[src/rtl/fpnew_issue_pkg.sv]
`timescale 1ns/1ps
`default_nettype none
// ============================================================================
//  Module      : fpnew_issue_pkg
//  Description : Shared types for the core-side FPU issue/reorder block.
//                Holds the core request, the FPU-facing request (request
//                without the destination register), the per-slot ROB
//                entry, and the FPU enumerations used by both.
//  Revision    : 1.0 - initial release
// ============================================================================
package fpnew_issue_pkg;

    // Datapath width of operands/results; the FPU is built with the same width.
    localparam int unsigned FP_WIDTH     = 32;
    localparam int unsigned STATUS_W     = 5;
    localparam int unsigned NUM_OPERANDS = 3;
    localparam int unsigned RD_W         = 5;

    // Rounding modes, encoded as in the FPU.
    typedef enum logic [2:0] {
        RNE = 3'b000,
        RTZ = 3'b001,
        RDN = 3'b010,
        RUP = 3'b011,
        RMM = 3'b100,
        ROD = 3'b101,
        DYN = 3'b111
    } roundmode_e;

    // Operation codes, encoded as in the FPU.
    typedef enum logic [3:0] {
        FMADD    = 4'd0,
        FNMSUB   = 4'd1,
        ADD      = 4'd2,
        MUL      = 4'd3,
        DIV      = 4'd4,
        SQRT     = 4'd5,
        SGNJ     = 4'd6,
        MINMAX   = 4'd7,
        CMP      = 4'd8,
        CLASSIFY = 4'd9,
        F2F      = 4'd10,
        F2I      = 4'd11,
        I2F      = 4'd12,
        CPKAB    = 4'd13,
        CPKCD    = 4'd14
    } operation_e;

    // Floating-point formats.
    typedef enum logic [2:0] {
        FP32    = 3'd0,
        FP64    = 3'd1,
        FP16    = 3'd2,
        FP8     = 3'd3,
        FP16ALT = 3'd4
    } fp_format_e;

    // Integer formats.
    typedef enum logic [1:0] {
        INT8  = 2'd0,
        INT16 = 2'd1,
        INT32 = 2'd2,
        INT64 = 2'd3
    } int_format_e;

    // Request as presented by the core.
    typedef struct packed {
        logic [NUM_OPERANDS-1:0][FP_WIDTH-1:0] operands;
        roundmode_e                            rnd_mode;
        operation_e                            op;
        logic                                  op_mod;
        fp_format_e                            src_fmt;
        fp_format_e                            dst_fmt;
        int_format_e                           int_fmt;
        logic                                  vectorial_op;
        logic [RD_W-1:0]                       rd;
    } req_t;

    // Request as presented to the FPU: the destination register stays in the ROB.
    typedef struct packed {
        logic [NUM_OPERANDS-1:0][FP_WIDTH-1:0] operands;
        roundmode_e                            rnd_mode;
        operation_e                            op;
        logic                                  op_mod;
        fp_format_e                            src_fmt;
        fp_format_e                            dst_fmt;
        int_format_e                           int_fmt;
        logic                                  vectorial_op;
    } fpu_req_t;

    // One reorder-buffer slot.
    typedef struct packed {
        logic                pend;
        logic                done;
        logic [RD_W-1:0]     rd;
        logic [FP_WIDTH-1:0] result;
        logic [STATUS_W-1:0] status;
    } rob_entry_t;

    // Strip the destination register from a core request.
    function automatic fpu_req_t to_fpu_req(input req_t req);
        fpu_req_t r;
        r.operands     = req.operands;
        r.rnd_mode     = req.rnd_mode;
        r.op           = req.op;
        r.op_mod       = req.op_mod;
        r.src_fmt      = req.src_fmt;
        r.dst_fmt      = req.dst_fmt;
        r.int_fmt      = req.int_fmt;
        r.vectorial_op = req.vectorial_op;
        return r;
    endfunction

endpackage
`default_nettype wire

[src/rtl/fpnew_issue_rob.sv]
`timescale 1ns/1ps
`default_nettype none
// ============================================================================
//  Module      : fpnew_issue_rob
//  Description : Core-side FPU initiator. Issues core ops to the FPU tagged
//                with a reorder-buffer slot index, accepts results in any
//                order and writes them back to the core in issue order.
//                Optional sticky exception flags: define
//                FPNEW_ISSUE_ROB_FFLAGS_EN to build the fflags register.
//  Revision    : 1.0 - initial release
// ============================================================================
module fpnew_issue_rob
    import fpnew_issue_pkg::*;
#(
    parameter int unsigned WIDTH = FP_WIDTH,   // must match the FPU width
    parameter int unsigned DEPTH = 4,          // power of two, >= 2
    localparam int unsigned TAG_W = $clog2(DEPTH)
) (
    input  logic                clk_i,
    input  logic                rst_i,
    // Core request side
    input  logic                req_valid_i,
    output logic                req_ready_o,
    input  req_t                req_i,
    input  logic                flush_i,
    // FPU request side
    output logic                fpu_valid_o,
    input  logic                fpu_ready_i,
    output fpu_req_t            fpu_req_o,
    output logic [TAG_W-1:0]    fpu_tag_o,
    output logic                fpu_flush_o,
    // FPU response side
    input  logic                fpu_valid_i,
    output logic                fpu_ready_o,
    input  logic [WIDTH-1:0]    fpu_result_i,
    input  logic [STATUS_W-1:0] fpu_status_i,
    input  logic [TAG_W-1:0]    fpu_tag_i,
    // In-order writeback
    output logic                wb_valid_o,
    input  logic                wb_ready_i,
    output logic [RD_W-1:0]     wb_rd_o,
    output logic [WIDTH-1:0]    wb_result_o,
    output logic [STATUS_W-1:0] wb_status_o,
    // Sticky flags and status
    output logic [STATUS_W-1:0] fflags_o,
    input  logic                fflags_clr_i,
    output logic                busy_o
);

    localparam logic [TAG_W:0] C_DEPTH_CNT = DEPTH[TAG_W:0];
    localparam logic [TAG_W:0] C_PTR_INC   = {{TAG_W{1'b0}}, 1'b1};

    // Pointers carry an extra wrap bit so full and empty are distinguishable.
    logic [TAG_W:0]   r_head;
    logic [TAG_W:0]   r_tail;
    rob_entry_t       r_slots [DEPTH];

    logic [TAG_W:0]   w_count;
    logic             w_full;
    logic             w_empty;
    logic [TAG_W-1:0] w_head_idx;
    logic [TAG_W-1:0] w_tail_idx;
    rob_entry_t       w_head_entry;
    rob_entry_t       w_resp_entry;
    logic             w_fpu_valid;
    logic             w_issue;
    logic             w_resp;
    logic             w_wb_valid;
    logic             w_retire;

    assign w_count    = r_tail - r_head;
    // Full is judged before this cycle's retire, so a retire from a full ROB
    // only lets the next issue through one cycle later.
    assign w_full     = (w_count == C_DEPTH_CNT);
    assign w_empty    = (w_count == '0);
    assign w_head_idx = r_head[TAG_W-1:0];
    assign w_tail_idx = r_tail[TAG_W-1:0];

    assign w_head_entry = r_slots[w_head_idx];
    assign w_resp_entry = r_slots[fpu_tag_i];

    // Issue is a combinational pass-through; nothing is issued while flushing or in reset.
    assign w_fpu_valid = req_valid_i & ~w_full & ~flush_i & ~rst_i;
    assign w_issue     = w_fpu_valid & fpu_ready_i;

    assign fpu_valid_o = w_fpu_valid;
    assign req_ready_o = w_issue;
    assign fpu_req_o   = to_fpu_req(req_i);
    assign fpu_tag_o   = w_tail_idx;
    assign fpu_flush_o = flush_i;

    // Every in-flight op already owns a slot, so results are always accepted.
    assign fpu_ready_o = 1'b1;

    // Only beats for a live, not-yet-completed slot are stored; stale beats
    // arriving after a flush fall through here and are dropped.
    assign w_resp = fpu_valid_i & w_resp_entry.pend & ~w_resp_entry.done & ~flush_i;

    // Writeback comes only from registered slot state (no bypass of the FPU result).
    assign w_wb_valid = w_head_entry.pend & w_head_entry.done & ~flush_i & ~rst_i;
    assign w_retire   = w_wb_valid & wb_ready_i;

    assign wb_valid_o  = w_wb_valid;
    assign wb_rd_o     = w_head_entry.rd;
    assign wb_result_o = w_head_entry.result;
    assign wb_status_o = w_head_entry.status;

    assign busy_o = ~w_empty;

    // Head/tail pointers: advance on retire/issue, collapse to zero on flush.
    always_ff @(posedge clk_i) begin
        if (rst_i || flush_i) begin
            r_head <= '0;
            r_tail <= '0;
        end else begin
            if (w_retire) begin
                r_head <= r_head + C_PTR_INC;
            end
            if (w_issue) begin
                r_tail <= r_tail + C_PTR_INC;
            end
        end
    end

    // Slot storage. Response, retire and issue never target the same slot in
    // one cycle: a retiring slot is already done, and the issue slot is free.
    always_ff @(posedge clk_i) begin
        if (rst_i) begin
            for (int i = 0; i < DEPTH; i++) begin
                r_slots[i] <= '0;
            end
        end else if (flush_i) begin
            for (int i = 0; i < DEPTH; i++) begin
                r_slots[i].pend <= 1'b0;
                r_slots[i].done <= 1'b0;
            end
        end else begin
            if (w_resp) begin
                r_slots[fpu_tag_i].result <= fpu_result_i;
                r_slots[fpu_tag_i].status <= fpu_status_i;
                r_slots[fpu_tag_i].done   <= 1'b1;
            end
            if (w_retire) begin
                r_slots[w_head_idx].pend <= 1'b0;
                r_slots[w_head_idx].done <= 1'b0;
            end
            if (w_issue) begin
                r_slots[w_tail_idx].pend <= 1'b1;
                r_slots[w_tail_idx].done <= 1'b0;
                r_slots[w_tail_idx].rd   <= req_i.rd;
            end
        end
    end

`ifdef FPNEW_ISSUE_ROB_FFLAGS_EN
    logic [STATUS_W-1:0] r_fflags;

    // Sticky flags: OR in each retiring status; a clear coinciding with a
    // retire leaves just the new status.
    always_ff @(posedge clk_i) begin
        if (rst_i) begin
            r_fflags <= '0;
        end else if (w_retire) begin
            r_fflags <= fflags_clr_i ? w_head_entry.status : (r_fflags | w_head_entry.status);
        end else if (fflags_clr_i) begin
            r_fflags <= '0;
        end
    end

    assign fflags_o = r_fflags;
`else
    logic w_unused_fflags_clr;

    assign fflags_o            = '0;
    assign w_unused_fflags_clr = fflags_clr_i;
`endif

endmodule
`default_nettype wire

[config.mk]
export PLATFORM = sky130hd
export DESIGN_NAME = fpnew_issue_rob
export DESIGN_NICKNAME = d
export VERILOG_FILES = /design/src/rtl/fpnew_issue_pkg.sv /design/src/rtl/fpnew_issue_rob.sv
export SDC_FILE = /design/constraint.sdc
export NUM_CORES = 1
export LEC_CHECK = 0
export BUFFER_PORTS_ARGS = -buffer_cell sky130_fd_sc_hd__buf_4
export CAP_MARGIN = 20
export CORE_ASPECT_RATIO = 2
export CORE_UTILIZATION = 54
export DETAILED_ROUTE_END_ITERATION = 16
export GPL_ROUTABILITY_DRIVEN = 0
export PLACE_DENSITY_LB_ADDON = 0.05
export RECOVER_POWER = 50
export REMOVE_ABC_BUFFERS = 1
export SLEW_MARGIN = 20
export SYNTH_ARGS = -nofsm -noshare
export SYNTH_HDL_FRONTEND = slang
export SYNTH_SLANG_ARGS = --single-unit
[constraint.sdc]
create_clock -name clk_i -period 4.9 [get_ports clk_i]
set_input_delay 0.245 -clock clk_i [delete_from_list [all_inputs] [get_ports clk_i]]
set_output_delay 0.245 -clock clk_i [all_outputs]
set_load 0.1 [all_outputs]
* Word-level counts from Yosys, hierarchy flattened
Memories as Yosys holds them, arrays and structs flattened. A register that Yosys moved wholly into a read port is not among the register bits. Index checks and enable logic that the tools add are counted.
Word-level totals: register bits after elaboration 6, RAM bits 176, output and inout bits 168, word-level logic and storage cells 72, memories kept 1
Memories:
- r_slots | depth 4, bits a word 44, read ports 2, clocked after memory_dff 1, write ports 4, line fpnew_issue_rob.sv:56 | rob_entry_t r_slots [DEPTH];
Cells by class: add/sub/neg operators 3, equality and inequality tests 1, mux-type cells 36, bitwise logic cells 24, reductions and logical operators 5
Operator list (count):
- two-way mux 44 bit | 3
- OR reduction 44 bit | 3
- two-way mux 1 bit | 25
- bitwise AND 1 bit | 11
- two-way mux 2 bit | 5
- two-way mux 4 bit | 2
- OR 1 bit | 8
- adder 3 x 1 -> 3 bit (second input constant) | 2
- inverter 1 bit | 5
- == test 3 bit (second input constant) | 1
- logical NOT 3 bit | 1
- two-way mux 3 bit | 1
- subtractor 3 bit | 1
- logical OR 1 bit | 1

* Longest topological paths before layout
Gate-level depths: netlist of run 1.
depth after elaboration 13, gate-level depth with buffers 9, depth with buffers taken out 7

* Worst setup path after synthesis of run 1
OpenSTA, ideal clock, no wires.
kind flip-flop to output port, from register (tool-made name), to output wb_valid_o, arrival 3.170 ns, data required time 4.655 ns, path slack 1.485 ns, stages on the path, launching flop included 4, buffers on the path 1, cells stage by stage dfxtp_1 -> clkbuf_1 -> mux4_2 -> nor3_1
RTL lines:
- end, declared | line fpnew_issue_rob.sv:39 | output logic wb_valid_o,

==> results of run 1 <==
worst min-delay path by stage:
stage	startpoint	endpoint	slack, ns	depth (start not counted)
3_3_place_gp	r_slots[3][43]	r_slots[3][43]	0.46	2
2_1_floorplan	wb_ready_i	r_slots[1][43]	0.44	3
4_1_cts	fpu_result_i[14]	r_slots[1][19]	0.10	2
5_1_grt	fpu_result_i[10]	r_slots[2][15]	0.11	2
6_report	fpu_result_i[23]	r_slots[0][28]	0.11	2
3_5_place_dp	r_slots[3][43]	r_slots[3][43]	0.47	2
stage by stage:
| stage | cells | hold slack [ns] | worst slack [ns] | utilization | area, sq um |
|---|---|---|---|---|---|
| after floorplan | 485 | 0.437 | 0.217 | - | 8040 |
| after global placement | 795 | 0.460 | 2.18 | 0.557 | 9110 |
| after detailed placement | 795 | 0.466 | 2.14 | 0.557 | 9110 |
| after CTS | 827 | 0.101 | 1.85 | 0.593 | 9700 |
| after global routing | 827 | 0.108 | 1.34 | 0.590 | 9650 |
| final | 827 | 0.114 | 1.50 | 0.590 | 9650 |
synth_stat cells (all sizes together):
| cell | instances | area [sq um] |
|---|---|---|
| or4b | 1 | 10.0 |
| o2111ai | 1 | 26.3 |
| nor2b | 1 | 6.26 |
| mux4 | 43 | 968 |
| a211oi | 1 | 12.5 |
| nand3 | 1 | 5.00 |
| nand4b | 1 | 8.76 |
| nor4b | 1 | 15.0 |
| nor2 | 2 | 12.5 |
| and4 | 3 | 26.3 |
| and3b | 1 | 8.76 |
| nor3b | 2 | 20.0 |
| mux2i | 7 | 70.1 |
| xor2 | 1 | 8.76 |
| a32o | 1 | 10.0 |
| xnor2 | 1 | 8.76 |
| dfxtp | 16 | 320 |
| conb | 2 | 7.51 |
| and3 | 20 | 125 |
| or2 | 4 | 25.0 |
| clkbuf | 17 | 63.8 |
| edfxtp | 168 | 5040 |
| a21oi | 4 | 20.0 |
| inv | 9 | 33.8 |
| o21ai | 4 | 20.0 |
| o211ai | 2 | 15.0 |
| and2 | 148 | 926 |
| nor3 | 2 | 10.0 |
| a21o | 3 | 22.5 |
| ha | 10 | 125 |
| nand2 | 16 | 60.1 |
| o211a | 1 | 10.0 |
| nand2b | 1 | 6.26 |
| buf | 137 | 1010 |
| a221oi | 3 | 38.8 |
per-layer routing:
metal,part of all wire,vias to the layer above,GRT usage
li1,-,2090,-
met1,0.20,2518,0.295
met2,0.46,407,0.692
met3,0.19,145,0.365
met4,0.15,0,0.513
met5,0,-,0.0247
cell type report:
type / instances / area [sq um]
Multi-Input combinational cell: 292 / 2640
Sequential cell: 184 / 5370
Clock inverter: 5 / 52.6
Timing Repair Buffer: 106 / 762
Fill cell: 1340 / 6700
Clock buffer: 27 / 537
Tap cell: 204 / 255
Inverter: 9 / 33.8
where the power goes:
group          switching, uW  internal (uW)
sequential              14.7           1760
combinational            213           67.1
clock                    570            806
total                    798           2630
flip-flops by register name (all words and copies together), names as in the netlist, named ones only:
name	count
r_head	3
r_slots	176
r_tail	3
kinds of logic after synthesis:
| group | count (synthesis) |
|---|---|
| xor+xnor | 2 |
| flops | 184 |
| fa+ha+maj | 10 |
| mux | 50 |
| compound gates | 20 |
| other cells | 2 |
| simple gates | 204 |
| buf+inv | 163 |
placed cells by master, fill, tap and decap left out, drive strengths merged, types with 2 or more instances in the layout:
cell type	count
edfxtp	168
or2	4
mux4	43
a221oi	3
nand2	16
clkinv	2
a21o	3
a21oi	4
buf	97
nor3	2
and4	3
and2	148
dfxtp	16
inv	11
and3	20
clkbuf	36
conb	6
mux2i	7
o211ai	2
nor2	2
ha	10
nor3b	2
o21ai	4
==> metrics.txt, run 1 <==
unrepaired setup endpoints after global routing false; vias in the first global route 5306; f_max 294 MHz; drt pass-1 iters 4; CTS max path bufs 2; status finished with violations; initial core utilization 0.557; CTS Hold Buffers Added 0; CTS sink cnt 184; Die Wd 93.8 um; CTS buffer count 17; initial antenna violation count 0; Sum Neg Setup Slack 0 ns; GR Overflow Total 0; R2R cell count 4; vias per cell 6.24; Post-Synth Simple-Gate Area 0.139; layout cell share with drive strength beyond 1 0.289; Syn Inst Count 635; post-route ant nets 0; slowest CP cell clkbuf_1; root buffer cell clkbuf_16; global-route wire length before repair 48300 um; cell area after synthesis 9100 sq um; Worst EP required 4.96 ns; total wire length 37400 um; WP buf/inv 1; largest net degree at the start of global routing 40; core area 16400 sq um; synth-to-layout area growth 6.01%; post-DP HPWL 28700 um; Iteration-0 DRC Markers 357; CP top delay family buffers and inverters; clock skew 0.00851 ns; worst setup path end r_slots[2][12]; post-synthesis mux area share 0.114; critical path peak fanout 39; full die area 17400 sq um; Warnings, synthesis 0; CTS tree done; Worst Tran Pin Value 2.06 ns; final net count 785; critical path type reg2reg; Synth Area in XOR/XNOR 0.00192; CP endpoint kind register; largest family of logic cells by synthesized area simple AND/OR/NAND/NOR gates; H-tree depth 4; post_cts resized 0; row count 66; min Tclk post-route 3.40 ns; worst relative slew slack -0.374; Synth Area in Adders 0.0137; RR Startpoint r_slots[2][43]; worst skew pair latency 0.43 ns; Setup Buffers After CTS 0; antenna fix cells 0; Vias 5160; # IOs 333; max cap viols 4; Slew Limit Fails 157; violated checks capacitance limit, slew limit; CP arrival 3.46 ns; worst flop-to-flop path endpoint r_slots[2][12]; Worst Hold Class in2reg; startpoint types register; CP cell instances nor3b_1 > and4_1 > clkbuf_1 > or2_4; worst vdd ir 0.255 mV; crit path from r_slots[2][43]; Total GRT Usage 0.453; Synth Register Bits 184; endpoints failing setup 0; Final Cycle Share 0.694; Fin. Hold Viols 0; slack of the worst reg-to-reg path 1.50 ns; Distinct cells, synth 41; leak pwr 0.00365 uW; post-synthesis average cell area 14.3 sq um; Reg clk slew, reported paths 0.06 ns; Max stage delay on crit path 1.48 ns; die height 186 um; Compound-Gate Fraction of Synth Area 0.0192; register area share after synthesis 0.589; power density cells 355 nW/um^2; Post-route DRC 0; Design Power 3430 uW; CP Depth 4; drt wl/cell 45.2 um; count of buffers from port buffering 99
Power figures use the tool's default switching activity.
==> run 2: changes to the inputs <==
--- a/config.mk
+++ b/config.mk
@@ -5,10 +5,11 @@
 export SDC_FILE = /design/constraint.sdc
 export NUM_CORES = 1
 export LEC_CHECK = 0
+export ABC_AREA = 1
 export BUFFER_PORTS_ARGS = -buffer_cell sky130_fd_sc_hd__buf_4
 export CAP_MARGIN = 20
 export CORE_ASPECT_RATIO = 2
-export CORE_UTILIZATION = 54
+export CORE_UTILIZATION = 45
 export DETAILED_ROUTE_END_ITERATION = 16
 export GPL_ROUTABILITY_DRIVEN = 0
 export PLACE_DENSITY_LB_ADDON = 0.05
==> constraint.sdc (replaced) <==
create_clock -name clk_i -period 2.9 [get_ports clk_i]
set_input_delay 0.145 -clock clk_i [delete_from_list [all_inputs] [get_ports clk_i]]
set_output_delay 0.145 -clock clk_i [all_outputs]
set_load 0.1 [all_outputs]
==> run 2 against run 1 <==
  * The run now ends clean
  * Non-clock buffer count is 14 higher
  * Die area up 21%
  * Hold slack worse by 0.091 ns
  * Final area is 2.0% higher
  * Combinational power grew 70%
  * Synthesized cell count rose by 45%
  * Critical endpoint is now wb_result_o[5]
==> metrics.txt, run 2 <==
max reg flops 176 (unchanged); Synth top area share 0.548 (-0.00595); Synth area leader edfxtp_1; top sig layer met5; drt pass-1 iters 5 (+1); biggest regs r_slots x176, r_head x3, r_tail x3; Distinct cells, synth 24 (-41%); Gate power share 0.085 (+0.003); CTS tree done; GR Overflow Total 0 (unchanged); top-count cell post-synth nor2_1; largest net degree at the start of global routing 44 (+10%); startpoint types register; Psw 1440 uW (+80%); full die area 21100 sq um (+21%); switching part of the total power 0.257 (+0.0243); clock network power share 0.382 (-0.020); CP endpoint kind primary output; Warnings, synthesis 0 (unchanged); Post-route DRC 0 (unchanged); power density cells 569 nW/um^2 (+60%); Worst Hold Class in2reg; clock skew 0.00542 ns (-0.00309 ns); global-route wire length before repair 53100 um (+10%); synth-to-layout area growth 6.97%; endpoints failing setup 0 (unchanged); max cap viols 0 (-4); ys async rst share 0 (unchanged); vias per cell 5.61 (-10%); Final Cycle Share 0.819; unrepaired setup endpoints after global routing false; RR Startpoint r_slots[3][42]; Worst EP required 2.76 ns (-2.20 ns); worst vdd ir 0.433 mV (+70%); f_max 421 MHz; fin util 0.492 (-0.0981); post-synthesis average cell area 10.0 sq um (-30%); Worst Tran Pin Value 1.17 ns (-0.895 ns); Iteration-0 DRC Markers 383 (+7.3%); most common flop cell mapped by yosys edfxtp_1; Reg clk slew, reported paths 0.07 ns (about the same); leak pwr 0.00414 uW (+14%); Syn Inst Count 919 (+45%); initial antenna violation count 0 (unchanged); Reg with most FFs r_slots; met2 WL 17700 um (+2.1%); Vias 6559 (+27%); H-tree depth 4 (unchanged); CTS Hold Buffers Added 0 (unchanged); row count 73 (+11%); EDFF count, synth 168 (unchanged); drt wl/cell 34.4 um (-24%); initial core utilization 0.460 (-0.0967); register area share after synthesis 0.583 (-0.00633); met3 WL 7020 um (-0.58%); commonest non-fill, non-tap cell in the layout nor2_1; Worst Hold Launch wb_ready_i; top cells by count, synth nor2_1 (256), edfxtp_1 (168), buf_4 (124); internal power 4160 uW (+58%); Synth Register Bits 184 (unchanged); critical path peak fanout 43 (+10%); worst relative slew slack 0.222 (+0.597); post-DP HPWL 31000 um (+7.7%); layout cell share with drive strength beyond 1 0.195 (-0.0938); Fin. Hold Viols 0 (unchanged); status finished, final reports clean; placed cells 1137 (+43%); CTS buffer count 17 (unchanged); post-route ant nets 0 (unchanged); post_cts resized 0 (unchanged); commonest non-fill, non-tap cells in the layout nor2_1 (257), edfxtp_1 (168), buf_4 (109), o21ai_0 (86), inv_1 (62); antenna fix cells 0 (unchanged); Die Wd 103 um (+9.9%); count of buffers from port buffering 99 (unchanged); post-route insts no fill 1169 (+41%); total wire length 40300 um (+7.6%); Slew Limit Fails 0 (-100%); min Tclk post-route 2.37 ns; Setup Buffers After CTS 0 (unchanged); top post-synthesis cells by area edfxtp_1 (55%), nor2_1 (10%), buf_4 (10%), o21ai_0 (4.7%), dfxtp_1 (3.5%); CTS max path bufs 2 (unchanged); Total GRT Usage 0.398 (-0.0553); vias in the first global route 6406 (+21%); critical path type reg2out; Routed met1 length 9620 um (+29%); core area 20000 sq um (+22%); worst skew pair latency 0.44 ns (about the same); CTS sink cnt 184 (unchanged); CP arrival 2.23 ns (-1.23 ns); die height 204 um (+10%); final net count 1069 (+36%); # IOs 333 (unchanged); cell area after synthesis 9200 sq um (+1.1%); sequential fraction of design power 0.533 (+0.016); root buffer cell clkbuf_16
run 2: final cells by class:
class                   count  area [sq um]
clock buffers              17           425
fillers                  1905         10200
flip-flops and latches    184          5370
multi-input cells         505          2420
inverters                  66           248
clock inverters            15           106
repair buffers            120           945
well taps                 262           328
run 2: cell families after synthesis:
group                      after synthesis  synth area share
DFF                                    184             0.583
xor gates and xnor gates                 2           0.00190
buffers and inverters                  234             0.154
AOI/OAI and AO/OA                      133            0.0780
other                                    2          0.000816
adders and majority gates               10            0.0136
and+or+nand+nor                        354             0.168
run 2: worst paths after layout:
kind	to	slack [ns]	depth (start not counted)
worst max-delay path	wb_result_o[5]	0.53	4
worst min-delay path	r_head[2]	0.02	3
worst max register to register	r_slots[3][3]	0.71	6
worst min register to register	r_slots[1][43]	0.49	2
run 2: routing by layer:
| metal | track usage | vias up |
|---|---|---|
| li1 | - | 2882 |
| met1 | 0.291 | 3110 |
| met2 | 0.585 | 436 |
| met3 | 0.301 | 127 |
| met4 | 0.451 | 4 |
| met5 | 0.0436 | - |
run 2: critical path, cell delays in order, from the launching register on:
cell     delay (ns)
dfxtp_2        0.32
buf_4          0.46
o21ai_0        0.21
o22ai_1        0.37
buf_4          0.37
run 2: power by group through the flow:
stage,Sequential (uW),Clock (uW),Combinational [uW]
floorplan,3040,0,305
finish,2980,2140,476
CTS,2980,2160,480
detailed placement,3040,0,479
global placement,3030,0,476
global route,2990,2250,499
run 2: metrics by stage:
step	setup WS, ns	power (uW)	instance area, sq um	hold WS (ns)	setup TNS [ns]
4_1_cts	0.544	5620	9880	0.00964	0
3_5_place_dp	0.732	3520	9350	0.291	0
6_report	0.525	5600	9840	0.0227	0
2_1_floorplan	-1.20	3340	8050	0.290	-60.75
3_3_place_gp	0.819	3510	9350	0.291	0
5_1_grt	0.409	5740	9840	0.0300	0
